<file path="config.mk">
export PLATFORM = sky130hd
export DESIGN_NAME = dot_prod_seq_flat
export DESIGN_NICKNAME = d
export VERILOG_FILES = /design/src/rtl/dot_prod_seq_if.sv /design/src/rtl/dot_prod_seq.sv /design/src/flat_wrapper.sv
export SDC_FILE = /design/constraint.sdc
export NUM_CORES = 1
export LEC_CHECK = 0
export BUFFER_PORTS_ARGS = -buffer_cell sky130_fd_sc_hd__buf_2
export CELL_PAD_IN_SITES_DETAIL_PLACEMENT = 1
export CELL_PAD_IN_SITES_GLOBAL_PLACEMENT = 1
export CORE_MARGIN = 8
export CORE_UTILIZATION = 33
export CTS_CLUSTER_DIAMETER = 30
export DETAILED_ROUTE_END_ITERATION = 8
export GPL_ROUTABILITY_DRIVEN = 0
export HOLD_SLACK_MARGIN = 0.15
export PLACE_DENSITY = 0.73
export REMOVE_ABC_BUFFERS = 1
export SETUP_SLACK_MARGIN = 0.2
export SLEW_MARGIN = 20
export SYNTH_ARGS = -nofsm -noshare
export SYNTH_HDL_FRONTEND = slang
export SYNTH_SLANG_ARGS = --single-unit
</file>
<file path="constraint.sdc">
create_clock -name clk -period 5.89 [get_ports clk]
set_clock_uncertainty 0.05 [all_clocks]
set_input_delay 1.178 -clock clk [delete_from_list [all_inputs] [get_ports clk]]
set_output_delay 1.178 -clock clk [all_outputs]
set_load 0.05 [all_outputs]
</file>
<file path="src/rtl/dot_prod_seq_if.sv">
// Port bundle between the dot-product sequencer and its environment:
// job request, operand RAM read port, MAC operand/load port, result handshake.
interface dot_prod_seq_if #(
    parameter int AW = 27,
    parameter int BW = 18,
    parameter int PW = 48,
    parameter int LW = 8
);
    logic          start;
    logic [LW-1:0] len;
    logic          rd_en;
    logic [LW-1:0] rd_addr;
    logic [AW-1:0] rd_a;
    logic [BW-1:0] rd_b;
    logic [AW-1:0] mac_a;
    logic [BW-1:0] mac_b;
    logic          mac_sload;
    logic [PW-1:0] mac_p;
    logic          res_valid;
    logic [PW-1:0] res_data;
    logic          res_ready;
    logic          busy;

    // Environment side: issues jobs, owns the RAM and the MAC, consumes results.
    modport master (
        output start, len, rd_a, rd_b, mac_p, res_ready,
        input  rd_en, rd_addr, mac_a, mac_b, mac_sload, res_valid, res_data, busy
    );

    // Sequencer side.
    modport slave (
        input  start, len, rd_a, rd_b, mac_p, res_ready,
        output rd_en, rd_addr, mac_a, mac_b, mac_sload, res_valid, res_data, busy
    );
endinterface

</file>
<file path="src/rtl/dot_prod_seq.sv">
// Dot-product sequencer: streams len operand pairs from a synchronous RAM
// into an external MAC, pulses the MAC load one cycle after term 0, waits
// out the MAC pipeline and presents the captured sum on a valid/ready port.
module dot_prod_seq #(
    parameter int AW      = 27,
    parameter int BW      = 18,
    parameter int PW      = 48,
    parameter int LW      = 8,
    parameter int MAC_LAT = 3
) (
    input logic           clk,
    input logic           rst,
    dot_prod_seq_if.slave bus
);

    // Drain lasts MAC_LAT+2 cycles: one for the RAM-to-operand register,
    // one for the last term's operand cycle, MAC_LAT for the MAC pipeline.
    localparam int            DW         = $clog2(MAC_LAT + 2) + 1;
    localparam logic [DW-1:0] DRAIN_LAST = DW'(MAC_LAT + 1);

    typedef enum logic [1:0] {IDLE, FETCH, DRAIN, HOLD} state_t;

    state_t        state;
    state_t        next_state;

    logic [LW-1:0] len_q;
    logic [LW-1:0] len_last;
    logic [DW-1:0] drain_cnt;

    logic          rd_en_q;
    logic [LW-1:0] rd_addr_q;
    logic          res_valid_q;
    logic          busy_q;
    logic [PW-1:0] res_data_q;

    logic          rd_en_nxt;
    logic [LW-1:0] rd_addr_nxt;
    logic          res_valid_nxt;
    logic          busy_nxt;

    logic          data_vld;
    logic          rd_first;
    logic          mac_first;
    logic          mac_sload_q;
    logic [AW-1:0] mac_a_q;
    logic [BW-1:0] mac_b_q;

    logic          job_zero;
    logic          drain_done;

    assign len_last   = len_q - LW'(1);
    assign job_zero   = (state == IDLE) && bus.start && (bus.len == '0);
    assign drain_done = (state == DRAIN) && (drain_cnt == DRAIN_LAST);

    // State register.
    // NOTE: every clocked process uses non-blocking assignments so all flops
    // sample the pre-edge values regardless of process evaluation order.
    always_ff @(posedge clk or posedge rst) begin
        if (rst) state <= IDLE;
        else     state <= next_state;
    end

    // Next-state logic.
    // NOTE: next_state gets a default before the case so no path leaves it
    // unassigned, which would otherwise infer a latch.
    always_comb begin
        next_state = state;
        case (state)
            IDLE:  if (bus.start)              next_state = (bus.len == '0) ? HOLD : FETCH;
            FETCH: if (rd_addr_q == len_last)  next_state = DRAIN;
            DRAIN: if (drain_cnt == DRAIN_LAST) next_state = HOLD;
            HOLD:  if (bus.res_ready)          next_state = IDLE;
            default:                           next_state = IDLE;
        endcase
    end

    // Output decode: values the output registers take on the next edge.
    always_comb begin
        rd_en_nxt     = (next_state == FETCH);
        rd_addr_nxt   = '0;
        res_valid_nxt = (next_state == HOLD);
        busy_nxt      = (next_state != IDLE);
        if (state == FETCH && next_state == FETCH) rd_addr_nxt = rd_addr_q + LW'(1);
    end

    // Output registers, so every control output is glitch-free.
    always_ff @(posedge clk or posedge rst) begin
        if (rst) begin
            rd_en_q     <= 1'b0;
            rd_addr_q   <= '0;
            res_valid_q <= 1'b0;
            busy_q      <= 1'b0;
        end else begin
            rd_en_q     <= rd_en_nxt;
            rd_addr_q   <= rd_addr_nxt;
            res_valid_q <= res_valid_nxt;
            busy_q      <= busy_nxt;
        end
    end

    // Job length latch and drain-cycle counter.
    always_ff @(posedge clk or posedge rst) begin
        if (rst) begin
            len_q     <= '0;
            drain_cnt <= '0;
        end else begin
            if (state == IDLE && bus.start) len_q <= bus.len;
            drain_cnt <= (state == DRAIN) ? drain_cnt + DW'(1) : '0;
        end
    end

    // Operand path: register RAM data when it carries a term, zeros otherwise;
    // track term 0 down the pipe so the MAC load lands one cycle behind it.
    always_ff @(posedge clk or posedge rst) begin
        if (rst) begin
            data_vld    <= 1'b0;
            rd_first    <= 1'b0;
            mac_first   <= 1'b0;
            mac_sload_q <= 1'b0;
            mac_a_q     <= '0;
            mac_b_q     <= '0;
        end else begin
            data_vld    <= rd_en_q;
            rd_first    <= rd_en_q && (rd_addr_q == '0);
            mac_first   <= rd_first;
            mac_sload_q <= mac_first;
            mac_a_q     <= data_vld ? bus.rd_a : '0;
            mac_b_q     <= data_vld ? bus.rd_b : '0;
        end
    end

    // Result capture: the MAC sum at the end of drain, or zero for an empty job.
    always_ff @(posedge clk or posedge rst) begin
        if (rst)             res_data_q <= '0;
        else if (job_zero)   res_data_q <= '0;
        else if (drain_done) res_data_q <= bus.mac_p;
    end

    assign bus.rd_en     = rd_en_q;
    assign bus.rd_addr   = rd_addr_q;
    assign bus.mac_a     = mac_a_q;
    assign bus.mac_b     = mac_b_q;
    assign bus.mac_sload = mac_sload_q;
    assign bus.res_valid = res_valid_q;
    assign bus.res_data  = res_data_q;
    assign bus.busy      = busy_q;

endmodule

</file>
<file path="src/flat_wrapper.sv">
// flat-port wrapper written by rule: the top's interface ports become plain ports
module dot_prod_seq_flat 
#(
    parameter int AW      = 27,
    parameter int BW      = 18,
    parameter int PW      = 48,
    parameter int LW      = 8,
    parameter int MAC_LAT = 3
)
  (clk, rst, bus_start, bus_len, bus_rd_a, bus_rd_b, bus_mac_p, bus_res_ready, bus_rd_en, bus_rd_addr, bus_mac_a, bus_mac_b, bus_mac_sload, bus_res_valid, bus_res_data, bus_busy);
  dot_prod_seq_if #(.AW(AW), .BW(BW), .PW(PW), .LW(LW)) bus_i ();
  input logic clk;
  input logic rst;
  input wire logic [$bits(bus_i.start)-1:0] bus_start;
  input wire logic [$bits(bus_i.len)-1:0] bus_len;
  input wire logic [$bits(bus_i.rd_a)-1:0] bus_rd_a;
  input wire logic [$bits(bus_i.rd_b)-1:0] bus_rd_b;
  input wire logic [$bits(bus_i.mac_p)-1:0] bus_mac_p;
  input wire logic [$bits(bus_i.res_ready)-1:0] bus_res_ready;
  output wire logic [$bits(bus_i.rd_en)-1:0] bus_rd_en;
  output wire logic [$bits(bus_i.rd_addr)-1:0] bus_rd_addr;
  output wire logic [$bits(bus_i.mac_a)-1:0] bus_mac_a;
  output wire logic [$bits(bus_i.mac_b)-1:0] bus_mac_b;
  output wire logic [$bits(bus_i.mac_sload)-1:0] bus_mac_sload;
  output wire logic [$bits(bus_i.res_valid)-1:0] bus_res_valid;
  output wire logic [$bits(bus_i.res_data)-1:0] bus_res_data;
  output wire logic [$bits(bus_i.busy)-1:0] bus_busy;
  assign bus_i.start = bus_start;
  assign bus_i.len = bus_len;
  assign bus_i.rd_a = bus_rd_a;
  assign bus_i.rd_b = bus_rd_b;
  assign bus_i.mac_p = bus_mac_p;
  assign bus_i.res_ready = bus_res_ready;
  assign bus_rd_en = bus_i.rd_en;
  assign bus_rd_addr = bus_i.rd_addr;
  assign bus_mac_a = bus_i.mac_a;
  assign bus_mac_b = bus_i.mac_b;
  assign bus_mac_sload = bus_i.mac_sload;
  assign bus_res_valid = bus_i.res_valid;
  assign bus_res_data = bus_i.res_data;
  assign bus_busy = bus_i.busy;
  dot_prod_seq #(.AW(AW), .BW(BW), .PW(PW), .LW(LW), .MAC_LAT(MAC_LAT)) u_core (.clk(clk), .rst(rst), .bus(bus_i));
endmodule
</file>
* After elaboration in Yosys (flattened, before gate mapping)
Index checks and enable logic that the tools add are counted.
** Word-level totals
- Bits in registers :: 122
- Bits of input ports :: 105
- Output and inout bits :: 105
- Logic and storage cells :: 46
** Cells by class
- Add/subtract/negate cells :: 3
- Equal/unequal tests :: 7
- Muxes and demuxes :: 12
- Reductions and logical operators :: 10
** Operators by type and width (count)
- $mux W48 :: 2
- $mux W27 :: 1
- $mux W18 :: 1
- $logic_not A8 Y1 :: 2
- $mux W2 :: 5
- $add A8 B1 Y8 const B :: 1
- $eq A8 B8 Y1 :: 1
- $mux W8 :: 1
- $pmux W2 S4 :: 1
- $sub A8 B1 Y8 const B :: 1
- $eq A2 B2 Y1 const B :: 3
- $logic_and A1 B1 Y1 :: 5
- $add A4 B1 Y4 const B :: 1
- $eq A2 B1 Y1 const B :: 2
- $eq A4 B3 Y1 const B :: 1
- $mux W4 :: 1
- $reduce_bool A2 Y1 :: 2
- $logic_not A2 Y1 :: 1

* Logic depth before layout (Yosys ltp)
- Depth after elaboration :: 7
- Gate-level depth with buffers :: 9
- Mapped depth without buffers :: 7

* Worst setup path after synthesis
No wires, ideal clock.
- Path type :: input to register
- From :: input bus_start
- To :: register u_core.res_data_q[21] (netlist: u_core.bus.res_data[21])
- Data arrival time :: 2.195 ns
- Required time :: 5.716 ns
- Path slack :: 3.521 ns
- Cell stages on the path :: 7
- Buffers on the path :: 3
- Path through :: nand2b_1 > or2_2 > buf_4 > nor2_2 > buf_2 > buf_2 > a21oi_1
** Between the ends
- Longest elaborated chain between the ends :: 3
** RTL lines
- start, declared :: line flat_wrapper.sv:14 : input wire logic [$bits(bus_i.start)-1:0] bus_start;
- $logic_and A1 B1 Y1 * (2 in series) :: line dot_prod_seq.sv:52 : assign job_zero = (state == IDLE) && bus.start && (bus.len == '0);
- $mux W48 / $reduce_bool A2 Y1 (equally long branches)
- end signal, assigned :: line dot_prod_seq.sv:136 : else if (drain_done) res_data_q <= bus.mac_p;
- end, declared :: line dot_prod_seq.sv:34 : logic [PW-1:0] res_data_q;
Every way passes the cells marked *; elsewhere a longest branch is shown, timed or not.
A chain may end at the register's enable or synchronous reset.

* Final worst setup path
- From :: input bus_len[5]
- To :: register u_core.res_data_q[38] (netlist: u_core.bus.res_data[38])
** Between the ends
- Longest elaborated chain between the ends :: 3
** RTL lines
- start, declared :: line flat_wrapper.sv:15 : input wire logic [$bits(bus_i.len)-1:0] bus_len;
- $logic_not A8 Y1 * :: line dot_prod_seq.sv:52
- $logic_and A1 B1 Y1 * :: line dot_prod_seq.sv:52
- $mux W48 / $reduce_bool A2 Y1 (equally long branches)
Marks and branches as above.

==> results.md <==
- The worst setup path is captured at a flip-flop.
- The fraction of layout instances using a drive strength above 1 is 0.386.
- The number of global-route vias before repair is 4326.
- Based on the critical path, the design can be clocked at up to 386 MHz.
- The total internal power is 1.93 mW.
- The power spent charging and discharging nets is 0.941 mW.
- The initial antenna violation count is 0.
- The path class of the tightest hold or removal check is reg2reg.
- The number of buffers added by the clock tree synthesis step is 17.
- CTS saw 122 sinks.
- In this run the clock root is driven by a sky130_fd_sc_hd__clkbuf_16.
- The number of placed I/O pins is 210.
- The share of the Yosys chip area taken by registers is 0.640.
- Along the worst hold path, the cell count comes to 0.
- The element type at the critical path start is a primary input.
- The total wire length is 14.5 mm.
- The HPWL after detailed placement is 10.8 mm.
- For this block, the initial DRC count from the detailed router was 161.
- The netlist uses 36 different library cells.
- On the final layout, the worst hold slack is 303 ps.
- The first global-routing pass estimated 22.6 mm of wire.
- The worst IR drop on VDD is 0.000309 V.
- The count of synthesis-stage warnings from yosys is 0.
- In the post-synthesis netlist, the biggest area contributors are sky130_fd_sc_hd__dfrtp_1 (64%), sky130_fd_sc_hd__nand2_1 (8.1%), sky130_fd_sc_hd__and2_1 (5.9%), sky130_fd_sc_hd__a21oi_1 (5.6%), sky130_fd_sc_hd__mux2_2 (1.9%).
- The first detailed-routing pass ran for 4 iterations.
- In the post-route analysis, the smallest setup slack over all paths is 3300 ps.
- TritonCTS built the clock tree.
- The highest cell delay on the worst timing path is 840 ps.
- The synthesis-stage register bit count is 122.
- The category of the most critical setup path is in2reg.
- The critical-path cell with the highest stage delay is sky130_fd_sc_hd__nor2_4.
- The via count normalized by instance count is 4.67.
- Buffers placed on the I/O ports in this run total 209.
- The setup check on the worst reg-to-reg path leaves a slack of 3630 ps.
- In this run the power density over the cells is 434 nW/um2.
- The die height is 136 um.
- Global routing finished with a remaining overflow of 0.
- The number of antenna repair diodes is 0.
- The startpoint identified for the worst register-to-register timing path is u_core.state[0].
- STA puts the critical path data required time at 6060 ps.
- Once layout is complete, the utilization of the core stands at 0.462.
- The maximum number of pins on one net before global-route repair is 81.
- In the final layout, the multi-input gates occupy 1600 um2.
- The clock slew seen by the registers of the worst setup and hold paths is 50 ps.
- The flow ran to the end, and the final reports show no timing, DRC or antenna violations.
- The transition time at the pin with the least slew margin is 1090 ps.
- The sequential cell fraction of total power is 0.369.
- The area share of the largest cell type after synthesis is 0.640.
- The highest net fanout along the worst path is 48.
- The library cell used most frequently in the layout, excluding fill and tap cells, is sky130_fd_sc_hd__buf_2.
- The floorplan has 44 rows.
- The combined flip-flop and latch cell area is 3050 um2.
- The insertion delay of the later-clocked pin in the worst-skew pair is 410 ps.
- The placed instances occupy a cell area of 5980 um2.
- The fraction of the cycle the final worst path needs is 0.440.
- The final-report hold violation count is 0.
- The synthesized area per cell is 10.8 um2.
- The number of H-tree branching levels is 4.
- The end point of the most critical hold path is u_core.bus.mac_sload.
- In this run the post-CTS setup repair buffer count came out at 0.
- In this run the tightest slew margin relative to its limit is 0.269.
- In this run the horizontal extent of the chip is 136 um.
- The cell family contributing the most delay on the critical path is simple AND/OR/NAND/NOR gates.
- The share of total power dissipated in combinational logic is 0.250.
- At the worst endpoint, the arrival time is 2770 ps.
- The floorplan core area is 14300 um2.
- In this run the critical register-to-register path is captured at u_core.bus.res_data[38].
- The number of placed cells counting well taps is 816.
- For the final routed database, the setup TNS stands at 0 ps.
- Compared with the post-synthesis result, the final layout area differs by 38.6%.
- The synthesized instance count is 443.
- The final cell area excluding filler cells is 6610 um2.
- The longest clock path from root to sink contains 2 buffers.
- The startpoint of the worst hold path is u_core.mac_first.
- The fraction of power spent switching nets is 0.328.
- The number of max-slew violations in the final report is 0.
- Dividing the detail-routed wire length by the instance count gives 17.2 um.
- The overall via count from detail_route is 3954.
- Walking the worst path, the cells encountered are buf_2 > nor4_1 > nand2_1 > nor2_4 > a21oi_1.
- Once detail routing completed, the nets flagged for antenna violations numbered 0.
- In the final design database the tool counted 761 nets.
- The post-cts resize count is 0.
- The filler cell count in the final layout is 1654.
- The initial utilization of the core area, before any placement, comes to 0.333.
- The finished layout holds 847 standard cells, fillers aside.
- The number of setup violations in the final report is 0.
- The number of cell instances on the worst register-to-register path is 4.
- After synthesis the cells add up to 4770 um2.
- Summing internal, switching and leakage power gives 2.87 mW.
- The floorplan die area is 18600 um2.
- In the routed design, unresolved DRC markers number 0.
- Summed over all instances, the cell type with the most area after synthesis is sky130_fd_sc_hd__dfrtp_1.
- The number of buffers and inverters on the critical path is 1.
- The all-layer global routing usage is 0.156.
- Timing analysis after detailed placement gives a worst setup slack of 2840 ps.
- The leakage power is 3.20 nW.
- Of the total power, the clock network draws 0.381.
- The number of violations of the max-capacitance limit is 0.
- The clock period could shrink to 2590 ps.
- In the layout the commonest cells are sky130_fd_sc_hd__buf_2 (209), sky130_fd_sc_hd__dfrtp_1 (121), sky130_fd_sc_hd__nand2_1 (103).
- The count of hold-fix buffers inserted at cts is 0.
- Setup repair after global routing left no endpoint under its margin.
[cell usage after synthesis]
cell type                  number
sky130_fd_sc_hd__buf_4          1
sky130_fd_sc_hd__a211oi_4       1
sky130_fd_sc_hd__nor2b_1        1
sky130_fd_sc_hd__a311o_1        1
sky130_fd_sc_hd__nor4_1         3
sky130_fd_sc_hd__nor4_2         1
sky130_fd_sc_hd__dfrtp_1      122
sky130_fd_sc_hd__nor2_2         1
sky130_fd_sc_hd__and3_1         4
sky130_fd_sc_hd__nand4b_1       1
sky130_fd_sc_hd__clkbuf_1      10
sky130_fd_sc_hd__mux2_2         8
sky130_fd_sc_hd__buf_1          2
sky130_fd_sc_hd__nand2b_1       5
sky130_fd_sc_hd__nor3_1        11
sky130_fd_sc_hd__o211ai_1       1
sky130_fd_sc_hd__nand4_1        1
sky130_fd_sc_hd__nand2_1      103
sky130_fd_sc_hd__inv_1          8
sky130_fd_sc_hd__o21ai_0        3
sky130_fd_sc_hd__xor2_1        10
sky130_fd_sc_hd__nand3b_1       1
sky130_fd_sc_hd__a31oi_1        1
sky130_fd_sc_hd__and2_1        45
sky130_fd_sc_hd__buf_2         10
sky130_fd_sc_hd__or2_2          1
sky130_fd_sc_hd__ha_1           5
sky130_fd_sc_hd__or4_1          1
sky130_fd_sc_hd__o22ai_1        2
sky130_fd_sc_hd__nand3_1        7
sky130_fd_sc_hd__a21o_1         1
sky130_fd_sc_hd__or3_1          1
sky130_fd_sc_hd__o21ba_1        1
sky130_fd_sc_hd__a21oi_1       53
sky130_fd_sc_hd__xnor2_1        6
sky130_fd_sc_hd__nor2_1        10
[power by group through the flow]
stage                     Combinational [mW]  Sequential, mW  Clock (mW)
after CTS                              0.728            1.06        1.12
after floorplan                        0.312            1.26           0
final                                  0.719            1.06        1.09
after detailed placement               0.721            1.07           0
after global routing                   0.782            1.07        1.16
after global placement                 0.692            1.06           0
[worst reg2reg max path, stage by stage, from the launching register on]
cell and delay, ps:
sky130_fd_sc_hd__dfrtp_1 430, sky130_fd_sc_hd__nand2b_1 180, sky130_fd_sc_hd__or2_2 400, sky130_fd_sc_hd__nor2_4 870
sky130_fd_sc_hd__a21oi_1 150
[area by class of cell]
type,instances,share of cell area
inverters,8,0.00530
well taps,184,0.0348
repair buffers,212,0.162
multi-input cells,290,0.241
clock inverters,8,0.0212
clock buffers,23,0.0738
flip-flops and latches,122,0.462
[logic make-up after synthesis]
| family | share of synthesized area |
|---|---|
| and+or+nand+nor | 0.197 |
| buffers and inverters | 0.0278 |
| AOI/OAI and AO/OA | 0.0742 |
| muxes | 0.0189 |
| xor gates and xnor gates | 0.0294 |
| DFF | 0.640 |
| adders and majority gates | 0.0131 |
[how the worst max path moves through the flow]
stage                           from                      end  slack (ps)  depth (start not counted)
after floorplan                  rst          u_core.bus.busy        1420                          1
after global placement    bus_len[5]  u_core.bus.res_data[29]        2910                          5
after detailed placement  bus_len[5]  u_core.bus.res_data[38]        2840                          5
after CTS                 bus_len[5]  u_core.bus.res_data[38]        3270                          5
after global routing      bus_len[5]  u_core.bus.res_data[38]        3090                          5
final                     bus_len[5]  u_core.bus.res_data[38]        3300                          5
[sequential cells by signal (all words and copies together), names as in the netlist]
register and count:
u_core.state 2, u_core.mac_first 1, u_core.rd_first 1, u_core.bus.mac_sload 1
u_core.bus.mac_a 27, u_core.data_vld 1, u_core.bus.res_data 48, u_core.len_q 8
u_core.drain_cnt 4, u_core.bus.rd_addr 8, u_core.bus.rd_en 1, u_core.bus.mac_b 18
u_core.bus.res_valid 1, u_core.bus.busy 1
[per-layer routing]
metal | share of wire | vias up | track usage
met5 | 0 | - | 0
met4 | 0.016 | 0 | 0.0549
met3 | 0.11 | 21 | 0.0687
met2 | 0.49 | 158 | 0.255
met1 | 0.39 | 1920 | 0.177
li1 | - | 1855 | -
Power figures use the tool's default switching activity.
